[src/rtl/l1_mem_arbiter.sv]
// Round-robin arbiter sharing one line-granular memory port between I-cache
// refills and D-cache refills/writebacks; one transaction in flight at a time.
module l1_mem_arbiter #(
  parameter int ADDR_W = 32,
  parameter int LINE_W = 128
) (
  input  logic              clk,
  input  logic              rst,
  input  logic              i_req_valid,
  output logic              i_req_ready,
  input  logic [ADDR_W-1:0] i_req_addr,
  output logic              i_rsp_valid,
  output logic [LINE_W-1:0] i_rsp_data,
  input  logic              d_req_valid,
  output logic              d_req_ready,
  input  logic [ADDR_W-1:0] d_req_addr,
  input  logic              d_req_we,
  input  logic [LINE_W-1:0] d_req_wdata,
  output logic              d_rsp_valid,
  output logic [LINE_W-1:0] d_rsp_data,
  output logic              mem_req_valid,
  input  logic              mem_req_ready,
  output logic [ADDR_W-1:0] mem_req_addr,
  output logic              mem_req_we,
  output logic [LINE_W-1:0] mem_req_wdata,
  input  logic              mem_rsp_valid,
  input  logic [LINE_W-1:0] mem_rsp_data,
  output logic              busy,
  output logic              proto_err
);

  typedef enum logic [1:0] {IDLE, ISSUE, WAIT, RESP} state_t;

  state_t            r_state;
  logic              r_ownerD;
  logic              r_prioD;
  logic              r_busy;
  logic              r_protoErr;
  logic              r_memReqValid;
  logic [ADDR_W-1:0] r_memReqAddr;
  logic              r_memReqWe;
  logic [LINE_W-1:0] r_memReqWdata;
  logic              r_iRspValid;
  logic [LINE_W-1:0] r_iRspData;
  logic              r_dRspValid;
  logic [LINE_W-1:0] r_dRspData;

  logic w_idle;
  logic w_grantI;
  logic w_grantD;

  // Grants are only offered in IDLE and out of reset; r_prioD breaks ties.
  assign w_idle   = rst && (r_state == IDLE);
  assign w_grantD = w_idle && d_req_valid && (!i_req_valid || r_prioD);
  assign w_grantI = w_idle && i_req_valid && (!d_req_valid || !r_prioD);

  assign i_req_ready   = w_grantI;
  assign d_req_ready   = w_grantD;
  assign i_rsp_valid   = r_iRspValid;
  assign i_rsp_data    = r_iRspData;
  assign d_rsp_valid   = r_dRspValid;
  assign d_rsp_data    = r_dRspData;
  assign mem_req_valid = r_memReqValid;
  assign mem_req_addr  = r_memReqAddr;
  assign mem_req_we    = r_memReqWe;
  assign mem_req_wdata = r_memReqWdata;
  assign busy          = r_busy;
  assign proto_err     = r_protoErr;

  always_ff @(posedge clk) begin
    if (!rst) begin
      r_state       <= IDLE;
      r_ownerD      <= 1'b0;
      r_prioD       <= 1'b1;
      r_busy        <= 1'b0;
      r_protoErr    <= 1'b0;
      r_memReqValid <= 1'b0;
      r_memReqAddr  <= '0;
      r_memReqWe    <= 1'b0;
      r_memReqWdata <= '0;
      r_iRspValid   <= 1'b0;
      r_iRspData    <= '0;
      r_dRspValid   <= 1'b0;
      r_dRspData    <= '0;
    end else begin
      case (r_state)
        IDLE: begin
          if (mem_rsp_valid) r_protoErr <= 1'b1;
          if (w_grantI || w_grantD) begin
            r_state       <= ISSUE;
            r_busy        <= 1'b1;
            r_memReqValid <= 1'b1;
            r_ownerD      <= w_grantD;
            r_prioD       <= w_grantI;
            r_memReqAddr  <= w_grantD ? d_req_addr : i_req_addr;
            r_memReqWe    <= w_grantD && d_req_we;
            r_memReqWdata <= w_grantD ? d_req_wdata : '0;
          end
        end
        ISSUE: begin
          // A response before the request handshake completes is illegal.
          if (mem_rsp_valid) r_protoErr <= 1'b1;
          if (mem_req_ready) begin
            r_memReqValid <= 1'b0;
            r_state       <= WAIT;
          end
        end
        WAIT: begin
          if (mem_rsp_valid) begin
            if (r_ownerD) begin
              r_dRspData  <= mem_rsp_data;
              r_dRspValid <= 1'b1;
            end else begin
              r_iRspData  <= mem_rsp_data;
              r_iRspValid <= 1'b1;
            end
            r_state <= RESP;
          end
        end
        RESP: begin
          if (mem_rsp_valid) r_protoErr <= 1'b1;
          r_iRspValid <= 1'b0;
          r_dRspValid <= 1'b0;
          r_busy      <= 1'b0;
          r_state     <= IDLE;
        end
        default: r_state <= IDLE;
      endcase
    end
  end

endmodule

[config.mk]
export PLATFORM = sky130hd
export DESIGN_NAME = l1_mem_arbiter
export DESIGN_NICKNAME = d
export VERILOG_FILES = /design/src/rtl/l1_mem_arbiter.sv
export SDC_FILE = /design/constraint.sdc
export NUM_CORES = 1
export LEC_CHECK = 0
export CORE_AREA = 2 2 293 295
export DETAILED_ROUTE_END_ITERATION = 8
export DIE_AREA = 0 0 295 297
export GPL_ROUTABILITY_DRIVEN = 0
export GPL_TIMING_DRIVEN = 0
export PLACE_DENSITY = 0.53
export SLEW_MARGIN = 40
export SYNTH_ARGS = -nofsm -noshare
export SYNTH_HDL_FRONTEND = slang
export SYNTH_SLANG_ARGS = --single-unit
[constraint.sdc]
create_clock -name clk -period 4.3 [get_ports clk]
set_clock_uncertainty 0.15 [all_clocks]
set_input_delay 1.29 -clock clk [delete_from_list [all_inputs] [get_ports clk]]
set_output_delay 1.29 -clock clk [all_outputs]
set_load 0.1 [all_outputs]
# Word level (Yosys, flattened, before mapping)
# Cells that the tools add are included.
# W data, S select, Z words.
[op_classes]
div_mod_pow = 0
magnitude_cmp = 0
n_addsub = 0
shifts = 0
n_eq_ne = 8
n_reduce_logical = 26
multipliers = 0
muxes = 16
bitwise = 1
[ops]
columns = ["operator", "count"]
rows = [
  ["$mux W128", 1],
  ["$mux W32", 1],
  ["$reduce_and A3 Y1", 6],
  ["$ne A2 B2 Y1 const B", 4],
  ["$pmux W1 S2", 4],
  ["$pmux W2 S4", 1],
  ["$logic_and A1 B1 Y1", 6],
  ["$mux W1", 6],
  ["$mux W2", 3],
  ["$reduce_and A2 Y1", 3],
  ["$reduce_bool A2 Y1", 3],
  ["$eq A2 B2 Y1 const B", 2],
  ["$logic_not A1 Y1", 3],
  ["$logic_or A1 B1 Y1", 3],
  ["$reduce_or A3 Y1", 1],
  ["$eq A2 B1 Y1 const B", 1],
  ["$logic_not A2 Y1", 1],
  ["$ne A2 B1 Y1 const B", 1],
  ["$not A1 Y1", 1],
]
[totals]
in_bits = 327
wordCells = 64
output_inout_bits = 424
ram_bits = 0
register_bits = 426
mem_count = 0
latchBits = 0
mem_bits_ro = 0

# Longest topological paths before layout
# Gate-level depths: netlist of the first run.
[logic_depth]
word_depth = 7
depth_mapped = 9
depth_no_buf = 6

# Worst setup path before layout of the first run
# No wires, ideal clock.
[synth_timing]
path_kind = "input to output"
startpoint = "in rst"
endpoint = "out i_req_ready"
arrival_ns = 2.488
t_required_ns = 2.860
n_path_buf = 2
path_stages = 3
path_slack_ns = 0.372
path_cell_list = "buf_4 -> clkbuf_1 -> and4_1"
[synth_via]
elab_chain_cells = 3
[synth_lines]
columns = ["item", "line", "text"]
rows = [
  ["from (decl)", "8", "input logic rst,"],
  ["$logic_and A1 B1 Y1", "53", "assign w_idle = rst && (r_state == IDLE);"],
  ["$logic_and A1 B1 Y1 (2 in a row)", "55", "assign w_grantI = w_idle && i_req_valid && (!d_req_valid || !r_prioD);"],
  ["to (decl)", "10", "output logic i_req_ready,"],
]
# No other way between the ends.

# Final worst setup path of the first run
[layout_timing]
startpoint = "in d_req_valid"
endpoint = "out d_req_ready"
[layout_via]
elab_chain_cells = 2
[layout_lines]
columns = ["item", "line", "text"]
rows = [
  ["from (decl)", "14", "input logic d_req_valid,"],
  ["$logic_and A1 B1 Y1 (2 in a row)", "54", "assign w_grantD = w_idle && d_req_valid && (!i_req_valid || r_prioD);"],
  ["to (decl)", "15", "output logic d_req_ready,"],
]
# No other way between the ends.

==> impl_metrics.env, run 1 <==
export IMPL_hold_viol=0
export IMPL_portBuffers=749
export IMPL_worstSkewPairLatency_ns=0.58
export IMPL_htree_levels=2
export IMPL_syn_area_per_cell_um2=8.48
export IMPL_nFillCells=9284
export IMPL_syn_area_um2=15200
export IMPL_p_comb_frac=0.355
export IMPL_synth_edf_count=0
export IMPL_status="finished, final reports clean"
export IMPL_rsz0062_at_grt="no"
export IMPL_dpl_hpwl_um=62700
export IMPL_clk_pin_slew_ns=0.05
export IMPL_crit_chain="clkdlybuf4s50_1, and3_1, buf_2, nand2_2, inv_1, buf_6"
export IMPL_worst_path_buf_inv=4
export IMPL_cts_tree="yes"
export IMPL_synthTopCellsByCount="nand2_1 (520), dfxtp_1 (426), a21oi_1 (261)"
export IMPL_synth_cells=1793
export IMPL_die_w_um=295
export IMPL_drv_cap=0
export IMPL_setup_violations=0
export IMPL_synth_most_common_cell="nand2_1"
export IMPL_cts_path_max_buffers=3
export IMPL_fin_crit_sh=0.974
export IMPL_cts_sinks=426
export IMPL_dr_pass1_iters=5
export IMPL_switchingPower_w=0.00590
export IMPL_ys_warn_count=0
export IMPL_ant_nets=0
export IMPL_route_detailed_drc=0
export IMPL_wl_per_cell_um=20.7
export IMPL_power_density_nw_per_um2=580
export IMPL_grt_max_degree=15
export IMPL_finalNetCount=2925
export IMPL_p_clk_frac=0.316
export IMPL_fmax_ghz=0.239
export IMPL_critPathArrivalTime_ns=2.75
export IMPL_relSlewSlack=0.492
export IMPL_grt_pass1_vias=15700
export IMPL_power_leakage_nw=9.55
export IMPL_utilization=0.280
export IMPL_core_area_um2=84500
export IMPL_die_height_um=297
export IMPL_wl_um=78400
export IMPL_min_path_type="register to register"
export IMPL_avgViaCountPerCell=4.23
export IMPL_setup_ws_ns=0.112
export IMPL_start_util=0.180
export IMPL_synthesis_nets=2125
export IMPL_ys_ff_latch=426
export IMPL_worstMarginPinSlew_ns=0.761
export IMPL_antenna_found_initial=22
export IMPL_ys_types=32
export IMPL_io_pins=751
export IMPL_vdd_ir_drop_max_mv=0.283
export IMPL_p_sw_frac=0.430
export IMPL_required_ns=2.86
export IMPL_worstPathMaxFanout=6
export IMPL_num_vias=16000
export IMPL_fin_crit_ns=4.19
export IMPL_cp_end_kind="output pin"
export IMPL_cpLargestDelayFamily="buffers and inverters"
export IMPL_cp_slowest_cell="clkdlybuf4s50_1"
export IMPL_die_area_um2=87600
export IMPL_synth_area_leaders="dfxtp_1 (56%), nand2_1 (13%), a21oi_1 (8.6%)"
export IMPL_p_seq_frac=0.329
export IMPL_overflow=0
export IMPL_track_usage=0.170
export IMPL_postSynth_asyncResetShare=0
export IMPL_root_buffer="clkbuf_16"
export IMPL_synthFlopType="dfxtp_1"
export IMPL_synth_top_cell_by_area="dfxtp_1"
export IMPL_power_total_w=0.0137
export IMPL_r2r_slack_ns=1.81
export IMPL_area_growth_pct=55.7
export IMPL_crit_type="primary input to output pin"
export IMPL_start_kind="primary input"
export IMPL_drt_iter0_markers=736
export IMPL_drv_slew=0
export IMPL_num_rows=107
export IMPL_yosysTopAreaCellShare=0.561
export IMPL_dp_slack_ns=-0.0902
export IMPL_drive_above_1_share=0.228
export IMPL_cp_slowest_stage_delay_ns=0.56
export IMPL_setup_tns_ns=0
export IMPL_grt_first_pass_wirelength_um=110000
export IMPL_numCtsBuffers=49
export IMPL_internal_power_w=0.00783
export IMPL_ys_seq_area_frac=0.561
[layout by cell type, fill, tap and decap left out, types with 6 or more instances in the layout]
cell type,Yosys,layout
clkbuf_8,0,6
clkbuf_1,63,76
nand2_1,520,520
o21ai_0,35,35
buf_2,70,493
clkinv_2,0,10
buf_6,13,14
nor3_1,32,32
a32oi_1,129,129
buf_1,13,13
dfxtp_1,426,426
clkdlybuf4s50_1,0,325
a21oi_1,261,261
a211oi_1,22,22
clkbuf_16,0,49
a211oi_2,10,10
nor2_1,162,162
[per-stage QoR]
stage               instances  cell area (um2)  hold slack [ns]
CTS                      3775            23700            0.302
global placement         3686            24100            0.291
global route             3776            23700            0.317
detailed placement       3686            22000            0.293
floorplan                1793            15200            0.294
finish                   3779            23700            0.299
[cells by family (layout without fill, tap and decap cells)]
group	Yosys count	after routing	share of synthesized area
adders and majority gates	5	5	0.00411
other	0	4	0
buffers and inverters	170	1008	0.0554
AOI/OAI and AO/OA	465	465	0.195
and+or+nand+nor	726	726	0.184
muxes	1	1	0.000658
DFF	426	426	0.561
[tightest hold or removal path, cell delays in order, from the launching register on]
cell and delay [ns]:
dfxtp_1 0.30, nand2_1 0.05, a21oi_1 0.05
[power by group through the flow]
stage | clock (W) | combinational, W | sequential, W
final | 0.00434 | 0.00487 | 0.00452
after floorplan | 0 | 0.00112 | 0.00710
after global routing | 0.00460 | 0.00509 | 0.00456
after global placement | 0 | 0.00523 | 0.00460
after detailed placement | 0 | 0.00490 | 0.00460
after CTS | 0.00447 | 0.00491 | 0.00452
[state kept, by name, indices dropped and copies added, names as in the netlist, 2 cells and up]
register and count:
mem_req_addr 32, mem_req_wdata 128, i_rsp_data 128, r_state 2, d_rsp_data 128
[timing repair]
action,in CTS,in global routing
resized for setup,1,1
hold buffers,0,0
setup buffers,0,0
setup endpoints to repair,1,1
[routing by layer]
metal / part of all wire / GRT usage
met2: 0.51 / 0.311
met1: 0.37 / 0.180
met4: 0.022 / 0.0388
met3: 0.10 / 0.0684
met5: 0.0022 / 0
[cell type report]
type	instances	area (um2)	share of cell area
timing repair buffer	749	5380	0.227
antenna	4	10.0	0.000423
inverter	6	22.5	0.000951
clock inverter	20	282	0.0119
tap	1144	1430	0.0605
clock buffer	69	1360	0.0575
buffer	164	821	0.0347
sequential	426	8530	0.360
multi-input combinational	1197	5840	0.247
[path summary, 6_finish.rpt]
| path | from | to | cells past startpoint |
|---|---|---|---|
| max | d_req_valid | d_req_ready | 6 |
| min reg2reg | i_rsp_data[6] | i_rsp_data[6] | 2 |
| min | i_rsp_data[6] | i_rsp_data[6] | 2 |
| max reg2reg | r_state[0] | d_rsp_data[106] | 7 |
(Power assumes the default switching activity.)
==> inputs of run 2 (changes only) <==
Settings changed: ABC_AREA from default to 1, CORE_AREA 2 2 293 295 to 2 2 290 292, DIE_AREA 0 0 295 297 to 0 0 292 294, PLACE_DENSITY 0.53 to 0.55.
==> run 2 against run 1 <==
  * Critical path depth increased by 1
  * Worst setup slack got worse by 0.039 ns
  * Synthesized cell count is 12% higher
  * Combinational power is 22% higher
  * Count of clock-buffer cells in the layout is 2 higher
  * Core utilization grew 1.2 points
==> impl_metrics.env, run 2 <==
export IMPL_cts_path_max_buffers=3
export IMPL_synth_most_common_cell="dfxtp_1"
export IMPL_syn_area_um2=15800
export IMPL_synth_cells=2009
export IMPL_min_to="d_rsp_data[67]"
export IMPL_clk_pin_slew_ns=0.06
export IMPL_multi_input_area_um2=6230
export IMPL_worstPathMaxFanout=10
export IMPL_crit_start="d_req_valid"
export IMPL_wl_per_cell_um=21.3
export IMPL_dp_cells=3839
export IMPL_worstMarginPinSlew_ns=0.814
export IMPL_drv_slew=0
export IMPL_fin_crit_ns=4.23
export IMPL_hold_depth=2
export IMPL_setup_violations=0
export IMPL_synth_edf_count=0
export IMPL_rsz0062_at_grt="no"
export IMPL_htree_levels=2
export IMPL_required_ns=2.86
export IMPL_reg2reg_depth=9
export IMPL_cts_hold_buffers=0
export IMPL_layout_commonest_cell="buf_2"
export IMPL_synth_area_leaders="dfxtp_1 (54%), nand3_1 (10%), a21oi_1 (9.3%)"
export IMPL_track_usage=0.185
export IMPL_drt_iter0_markers=888
export IMPL_wl_um=83600
export IMPL_route_detailed_drc=0
export IMPL_hold_viol=0
export IMPL_die_area_um2=85800
export IMPL_postSynth_asyncResetShare=0
export IMPL_dp_slack_ns=-0.785
export IMPL_r2r_slack_ns=1.63
export IMPL_power_leakage_nw=10.4
export IMPL_critPathArrivalTime_ns=2.79
export IMPL_setup_tns_ns=0
export IMPL_fin_cells=3927
export IMPL_seq_area_um2=8530
export IMPL_min_path_type="register to register"
export IMPL_final_cell_mix="buf_2 (500), dfxtp_1 (426), nand3_1 (325), clkdlybuf4s50_1 (325), nand2_1 (298)"
export IMPL_antenna_found_initial=13
export IMPL_overflow=0
export IMPL_worstReg2RegStart="r_state[0]"
export IMPL_die_height_um=294
export IMPL_relSlewSlack=0.457
export IMPL_hold_path_startpoint="d_rsp_data[67]"
export IMPL_nFillCells=9094
export IMPL_ant_nets=0
export IMPL_cp_end_kind="output pin"
export IMPL_grt_first_pass_wirelength_um=118000
export IMPL_finalNetCount=3142
export IMPL_status="finished, final reports clean"
export IMPL_num_vias=17200
export IMPL_fmax_ghz=0.237
export IMPL_worstSkewPairLatency_ns=0.57
export IMPL_cts_sinks=426
export IMPL_io_pins=751
export IMPL_drv_cap=0
export IMPL_synth_top_cell_by_area="dfxtp_1"
export IMPL_synthTopCellsByCount="dfxtp_1 (426), nand3_1 (325), nand2_1 (298)"
export IMPL_start_kind="primary input"
export IMPL_dr_pass1_iters=5
export IMPL_setup_ws_ns=0.0722
export IMPL_cts_tree="yes"
export IMPL_root_buffer="clkbuf_16"
export IMPL_grt_pass1_vias=17000
export IMPL_numCtsBuffers=49
export IMPL_num_rows=106
export IMPL_crit_type="primary input to output pin"
export IMPL_drive_above_1_share=0.212
export IMPL_fin_crit_sh=0.983
export IMPL_die_w_um=292
export IMPL_yosysTopAreaCellShare=0.540
export IMPL_ys_warn_count=0
export IMPL_vdd_ir_drop_max_mv=0.323
export IMPL_avgViaCountPerCell=4.37
export IMPL_start_util=0.190
export IMPL_r2r_end="i_rsp_data[123]"
export IMPL_syn_area_per_cell_um2=7.86
export IMPL_core_area_um2=82900
export IMPL_utilization=0.292
export IMPL_synthesis_nets=2341
export IMPL_grt_max_degree=20
export IMPL_portBuffers=750
export IMPL_ys_types=24
export IMPL_dpl_hpwl_um=66200
export IMPL_ys_seq_area_frac=0.540
export IMPL_ys_ff_latch=426
export IMPL_synthFlopType="dfxtp_1"
export IMPL_power_total_w=0.0149
export IMPL_area_growth_pct=53.4
export IMPL_power_density_nw_per_um2=616
## run 2: critical path, cell delays in order
cell,delay (ns)
clkdlybuf4s50_1,0.59
inv_1,0.10
nor2_4,0.12
nand2_4,0.09
inv_2,0.16
buf_6,0.20
buf_8,0.22
## run 2: stage by stage
step	hold slack [ns]	instance area, um2
2_1_floorplan	0.338	15800
3_3_place_gp	0.297	24600
3_5_place_dp	0.299	22500
4_1_cts	0.308	24200
5_1_grt	0.323	24200
6_report	0.307	24200
## run 2: what timing repair did
item	in CTS	in global routing
hold endpoints to repair	0	0
setup endpoints to repair	2	0
setup buffers	1	0
gates resized for setup	13	0
## run 2: area by class of cell
cell class,instances,share of cell area
antenna,1,0.000103
buffer,178,0.0363
clock buffer,71,0.0582
clock inverter,16,0.00945
inverter,47,0.00728
multi-input combinational,1357,0.257
sequential,426,0.352
tap,1080,0.0558
timing repair buffer,751,0.223
## run 2: worst max-delay path by stage
stage,endpoint
finish,d_req_ready
global route,d_req_ready
floorplan,i_req_ready
CTS,d_req_ready
global placement,i_req_ready
detailed placement,i_req_ready
## run 2: power by group
group	switching [W]	internal [W]
logic	0.00484	0.00109
clock network	0.00178	0.00257
registers	0.000240	0.00439
total	0.00686	0.00805
## run 2: cell families after synthesis
logic type / after synthesis / synth area share
AO/OA/AOI/OAI: 430 / 0.137
adder cells (fa/ha/maj): 5 / 0.00396
flip-flops: 426 / 0.540
AND/OR/NAND/NOR: 922 / 0.254
buffers and inverters: 226 / 0.0651
## run 2: per-layer routing
layer  vias up  global-route usage  part of all wire
met5         -                   0            0.0016
met4        20              0.0840             0.048
met3       147              0.0702             0.097
met2       685               0.322              0.48
met1      8013               0.198              0.37
li1       8298                   -                 -
